$ cat src/rtl/usb_crc16_stream.sv
//------------------------------------------------------------------------------
// usb_crc16_stream
//
// Streaming USB CRC16 checker/generator. Beats pass through a single output
// register unchanged. The USB CRC16 (reflected poly 0xA001, init 0xFFFF,
// LSB-first, lane 0 first) runs over every kept byte. One cycle after the last
// beat of a packet is accepted, a one-cycle crc_valid strobe is raised together
// with the inverted CRC (transmit form) and the residue check result.
//
// Optional feature macro: USB_CRC16_STREAM_GEN_EN
//   When defined, the block appends the CRC (low byte first) as a tail after
//   each packet. The original last beat leaves with m_last=0 and the tail
//   carries m_last=1. When undefined, the block is a pure pass-through checker.
//
// Parameters:
//   DATA_BYTES  bytes per beat (1, 2 or 4)
//
// Ports:
//   clk, rst            clock, synchronous active-high reset
//   s_valid/s_ready     input handshake
//   s_data/s_keep       input bytes (lane 0 = bits 7:0, first on the wire), lane enables
//   s_last              final beat of packet
//   m_valid/m_ready     registered output handshake
//   m_data/m_keep       output bytes / lane enables
//   m_last              final output beat of packet
//   crc_valid           one-cycle end-of-packet strobe
//   crc_value           ~CRC of the packet, held until the next strobe
//   crc_ok              residue check result, held until the next strobe
//------------------------------------------------------------------------------
`timescale 1ns/1ps
module usb_crc16_stream #(
    parameter int DATA_BYTES = 1
) (
    input  logic                    clk,
    input  logic                    rst,
    input  logic                    s_valid,
    output logic                    s_ready,
    input  logic [8*DATA_BYTES-1:0] s_data,
    input  logic [DATA_BYTES-1:0]   s_keep,
    input  logic                    s_last,
    output logic                    m_valid,
    input  logic                    m_ready,
    output logic [8*DATA_BYTES-1:0] m_data,
    output logic [DATA_BYTES-1:0]   m_keep,
    output logic                    m_last,
    output logic                    crc_valid,
    output logic [15:0]             crc_value,
    output logic                    crc_ok
);

    localparam int          W           = 8 * DATA_BYTES;
    localparam logic [15:0] CRC_INIT    = 16'hFFFF;
    localparam logic [15:0] CRC_RESIDUE = 16'hB001;

`ifdef USB_CRC16_STREAM_GEN_EN
    typedef enum logic [1:0] {ST_DATA, ST_TAIL0, ST_TAIL1} state_t;
    state_t state_q, state_d;
`endif

    logic [15:0]   crc_q, crc_d, crc_next;
    logic          m_valid_q, m_valid_d;
    logic [W-1:0]  m_data_q, m_data_d;
    logic [DATA_BYTES-1:0] m_keep_q, m_keep_d;
    logic          m_last_q, m_last_d;
    logic          crc_valid_q, crc_valid_d;
    logic [15:0]   crc_value_q, crc_value_d;
    logic          crc_ok_q, crc_ok_d;
    logic          out_free;
    logic          accept;

    // One byte of the reflected CRC16, bit 0 of the byte enters first.
    function automatic logic [15:0] crc_byte(input logic [15:0] r, input logic [7:0] b);
        logic [15:0] c;
        c = r;
        for (int i = 0; i < 8; i++) begin
            if (c[0] ^ b[i]) c = {1'b0, c[15:1]} ^ 16'hA001;
            else             c = {1'b0, c[15:1]};
        end
        return c;
    endfunction

    // The output register can take a new beat when empty or being drained.
    assign out_free = !m_valid_q || m_ready;
`ifdef USB_CRC16_STREAM_GEN_EN
    assign s_ready  = !rst && out_free && (state_q == ST_DATA);
`else
    assign s_ready  = !rst && out_free;
`endif
    assign accept   = s_valid && s_ready;

    // CRC after folding in every kept lane of the current beat, lanes ascending.
    always_comb begin
        crc_next = crc_q;
        for (int lane = 0; lane < DATA_BYTES; lane++) begin
            if (s_keep[lane]) crc_next = crc_byte(crc_next, s_data[8*lane +: 8]);
        end
    end

    // Next-state logic: load accepted beats, drain on m_ready, publish the CRC
    // result at end of packet and (generator build) sequence the CRC tail.
    always_comb begin
        crc_d       = crc_q;
        m_valid_d   = m_valid_q;
        m_data_d    = m_data_q;
        m_keep_d    = m_keep_q;
        m_last_d    = m_last_q;
        crc_valid_d = 1'b0;
        crc_value_d = crc_value_q;
        crc_ok_d    = crc_ok_q;
`ifdef USB_CRC16_STREAM_GEN_EN
        state_d     = state_q;
`endif
        if (accept) begin
            m_valid_d = 1'b1;
            m_data_d  = s_data;
            m_keep_d  = s_keep;
            m_last_d  = s_last;
            if (s_last) begin
                crc_d       = CRC_INIT;
                crc_valid_d = 1'b1;
                crc_value_d = ~crc_next;
                crc_ok_d    = (crc_next == CRC_RESIDUE);
`ifdef USB_CRC16_STREAM_GEN_EN
                m_last_d    = 1'b0;
                state_d     = ST_TAIL0;
`endif
            end else begin
                crc_d = crc_next;
            end
        end else if (m_ready) begin
            m_valid_d = 1'b0;
        end
`ifdef USB_CRC16_STREAM_GEN_EN
        // The tail is loaded once the payload's last beat has left the register;
        // crc_value_q is already valid in the first TAIL0 cycle.
        if (out_free && state_q == ST_TAIL0) begin
            m_valid_d = 1'b1;
            if (DATA_BYTES == 1) begin
                m_data_d = W'(crc_value_q[7:0]);
                m_keep_d = DATA_BYTES'(1);
                m_last_d = 1'b0;
                state_d  = ST_TAIL1;
            end else begin
                m_data_d = W'(crc_value_q);
                m_keep_d = DATA_BYTES'(3);
                m_last_d = 1'b1;
                state_d  = ST_DATA;
            end
        end else if (out_free && state_q == ST_TAIL1) begin
            m_valid_d = 1'b1;
            m_data_d  = W'(crc_value_q[15:8]);
            m_keep_d  = DATA_BYTES'(1);
            m_last_d  = 1'b1;
            state_d   = ST_DATA;
        end
`endif
    end

    always_ff @(posedge clk) begin
        if (rst) begin
            crc_q       <= CRC_INIT;
            m_valid_q   <= 1'b0;
            m_data_q    <= '0;
            m_keep_q    <= '0;
            m_last_q    <= 1'b0;
            crc_valid_q <= 1'b0;
            crc_value_q <= 16'h0000;
            crc_ok_q    <= 1'b0;
`ifdef USB_CRC16_STREAM_GEN_EN
            state_q     <= ST_DATA;
`endif
        end else begin
            crc_q       <= crc_d;
            m_valid_q   <= m_valid_d;
            m_data_q    <= m_data_d;
            m_keep_q    <= m_keep_d;
            m_last_q    <= m_last_d;
            crc_valid_q <= crc_valid_d;
            crc_value_q <= crc_value_d;
            crc_ok_q    <= crc_ok_d;
`ifdef USB_CRC16_STREAM_GEN_EN
            state_q     <= state_d;
`endif
        end
    end

    assign m_valid   = m_valid_q;
    assign m_data    = m_data_q;
    assign m_keep    = m_keep_q;
    assign m_last    = m_last_q;
    assign crc_valid = crc_valid_q;
    assign crc_value = crc_value_q;
    assign crc_ok    = crc_ok_q;

endmodule

$ cat config.mk
export PLATFORM = sky130hd
export DESIGN_NAME = usb_crc16_stream
export DESIGN_NICKNAME = d
export VERILOG_FILES = /design/src/rtl/usb_crc16_stream.sv
export SDC_FILE = /design/constraint.sdc
export NUM_CORES = 1
export LEC_CHECK = 0
export CAP_MARGIN = 40
export CORE_MARGIN = 8
export CORE_UTILIZATION = 40
export DETAILED_ROUTE_END_ITERATION = 7
export GPL_TIMING_DRIVEN = 0
export PLACE_DENSITY = 0.66
export RECOVER_POWER = 25
export SETUP_SLACK_MARGIN = 0.05
export SLEW_MARGIN = 20
export SYNTH_ARGS = -nofsm -noshare
export SYNTH_HDL_FRONTEND = slang
export SYNTH_SLANG_ARGS = --single-unit
$ cat constraint.sdc
create_clock -name clk -period 5.7 [get_ports clk]
set_clock_uncertainty 0.1 [all_clocks]
set_input_delay 1.14 -clock clk [delete_from_list [all_inputs] [get_ports clk]]
set_output_delay 1.14 -clock clk [all_outputs]
set_load 0.05 [all_outputs]
==> results.json <==
{
  "clock_sinks": 45,
  "max_slew.worst_pin.slew_ns": 0.571,
  "period_share_pct": 72.8,
  "hold_depth": 2,
  "drcViolationCount": 0,
  "clock.fmax_mhz": 241,
  "drive_above_1_share_pct": 5.07,
  "peakVddDrop_mv": 0.137,
  "dp_cells": 335,
  "vias": 1723,
  "use_met1_pct": 16.7,
  "numCtsBuffers": 5,
  "synthesis.area_um2": 2000,
  "pin_count": 44,
  "rrSetupSlack_ns": 3.24,
  "min_from": "crc_value[7]",
  "drv_slew": 0,
  "hpwl_um": 3740,
  "hold_viol": 0,
  "max_slew_margin_pct": 61.8,
  "power_mw": 0.753,
  "path_cells": "dlygate4sd3_1, clkbuf_1, nor2_1, clkdlybuf4s50_1",
  "post_cts_resized": 0,
  "grt_remaining_overflow": 0,
  "wl_per_cell_um": 14.4,
  "fill_cells": 439,
  "startpoint_type": "primary input",
  "wirelength_um": 4940,
  "grt_max_degree": 15,
  "clockBufferDepth": 2,
  "area_delta_synth_final_pct": 31.3,
  "dr.pass1.iters": 4,
  "instances_no_fill": 343,
  "fp.coreArea_um2": 4790,
  "cts_tree": "done",
  "path_buf_inv": 3,
  "rows": 25,
  "die_h_um": 86.7,
  "cellLeakagePower_nw": 0.988,
  "rr_startpoint": "crc_q[4]",
  "grt.total_usage_pct": 14.0,
  "use_met3_pct": 4.35,
  "synth_warnings": 0,
  "cp-end-kind": "output port",
  "htree_num_levels": 2,
  "crit_family": "buffers and inverters",
  "hp-class": "reg -> reg",
  "avgSynthCellArea_um2": 8.89,
  "grt_pass1_vias": 1740,
  "crit_slowest_cell": "clkdlybuf4s50_1",
  "arrival_ns": 2.91,
  "syn_inst": 225,
  "reg2reg_depth": 6,
  "portBuffers": 43,
  "seq_area_frac_synth_pct": 45.1,
  "cpPeakStageDelay_ns": 0.83,
  "postCtsSetupBuffers": 0,
  "path_clk_slew_ns": 0.09,
  "fin_setup_tns_ns": 0,
  "seq_area_um2": 901,
  "antenna_left": 0,
  "min_to": "crc_value[7]",
  "clockRootBuffer": "clkbuf_8",
  "synth_seq_cells": 45,
  "worstSetupPathType": "in -> out",
  "antenna_found_initial": 0,
  "grt_use_met2_pct": 23.1,
  "clock_latency_ns": 0.30,
  "setup_viol": 0,
  "vias_per_cell": 5.02,
  "die_area_um2": 7520,
  "rsz0062_at_grt": "no",
  "drt_iter0_drc": 124,
  "grt_pass1_wl_um": 8350,
  "period_needed_ns": 4.15,
  "nets": 289,
  "grt.busiest_layer": "met2",
  "place_ws_ns": 1.69,
  "powerDensity_nw_per_um2": 287,
  "path_max_fanout": 10,
  "cts_hold_buffers": 0,
  "status": "finished clean",
  "finalWorstSetupSlack_ns": 1.55,
  "n_antenna_cell": 0,
  "die_x_um": 86.7,
  "yosysUniqueCellTypes": 37,
  "reg2reg_to": "crc_ok",
  "start_util_pct": 41.8,
  "drv_cap": 0,
  "gp_congestion": 0.881,
  "required_ns": 4.46,
  "synthesis.nets": 239,
  "multiInputGateArea_um2": 1030
}
-- synthesized netlist by cell type, drive strengths merged --
cell type / instances / share of area [%]
a211oi: 3 / 1.1
a31o: 1 / 0.44
nor4: 2 / 0.63
nand2: 23 / 4.3
o22a: 5 / 2.3
nor3b: 3 / 1.1
nand2b: 10 / 3.1
xor3: 1 / 1.3
a22oi: 1 / 0.38
o21ai: 14 / 3.5
and4b: 1 / 0.50
inv: 3 / 0.56
o21a: 1 / 0.38
and4: 1 / 0.44
mux2: 1 / 0.56
buf: 2 / 0.75
and2: 1 / 0.31
dfxtp: 45 / 45
a21oi: 18 / 4.5
nand3b: 1 / 0.38
mux2i: 8 / 4.0
o22ai: 1 / 0.31
clkinv: 1 / 0.19
clkbuf: 9 / 1.7
nor2b: 3 / 0.94
xor2: 4 / 2.1
a32o: 1 / 0.50
xnor3: 2 / 2.3
nor2: 32 / 6.0
xnor2: 14 / 6.1
o32a: 3 / 1.5
or2: 1 / 0.31
nor3: 8 / 2.0
o31a: 1 / 0.44
-- per-layer routing --
layer  wire length [um]  vias to the layer above  share of wire (%)
met5                  0                        -                  0
met4                 59                        0                1.2
met3                338                        5                6.8
met2               2320                       50                 47
met1               2220                      802                 45
li1                   -                      866                  -
-- placed cells by master (no fill, tap or decap), types with 4 or more instances in the layout --
master,instances
nor2_1,32
clkdlybuf4s50_1,27
o22a_1,4
o21ai_0,14
xnor2_1,14
clkbuf_8,5
mux2i_1,8
dlygate4sd3_1,16
dfxtp_1,45
clkbuf_1,10
a21oi_1,18
nor3_1,8
nand2b_1,10
nand2_1,23
-- through the flow --
| step | cell area [um^2] | utilization [%] | hold slack, ns |
|---|---|---|---|
| finish | 2630 | 54.8 | 0.356 |
| global route | 2630 | 54.8 | 0.381 |
| CTS | 2630 | 54.8 | 0.361 |
| detailed placement | 2510 | 52.5 | 0.348 |
| global placement | 2510 | 52.5 | 0.342 |
| floorplan | 2000 | - | 0.378 |
-- worst max path at each step --
stage / start / cells past startpoint / slack, ns / to
3_5_place_dp: rst / 4 / 1.69 / s_ready
2_1_floorplan: rst / 2 / 2.48 / s_ready
6_report: rst / 4 / 1.55 / s_ready
5_1_grt: rst / 4 / 1.49 / s_ready
3_3_place_gp: rst / 4 / 1.68 / s_ready
4_1_cts: rst / 4 / 1.67 / s_ready
-- cell type report --
cell class                 count  share of cell area [%]
sequential                    45                    34.3
inverter                       4                   0.572
buffer                        11                    1.86
timing repair buffer          43                    16.4
clock inverter                 2                    1.48
tap                           67                    3.19
multi-input combinational    165                    39.4
clock buffer                   6                    2.76
-- state kept, by name (all words and copies together) (netlist names) --
signal,flops
crc_q,16
crc_value,16
m_data,8
crc_ok,1
crc_valid,1
m_keep,1
m_last,1
m_valid,1
-- worst reg2reg max path, cell delays in order (launching register included) --
cell	delay [ns]
dfxtp_1	0.42
xor2_2	0.31
xnor3_1	0.47
xor3_2	0.29
xnor3_1	0.23
mux2i_1	0.38
a31o_2	0.21
-- power breakdown --
part	switching [mW]	internal, mW
combinational	0.104	0.0693
clock	0.109	0.132
sequential	0.00992	0.329
-- kinds of logic after synthesis --
group,share of synthesized area (%)
buffers and inverters,3.19
DFF,45.1
AOI/OAI and AO/OA,15.3
xor gates and xnor gates,11.8
and+or+nand+nor,20.1
muxes,4.57
Power figures use the tool's default switching activity.
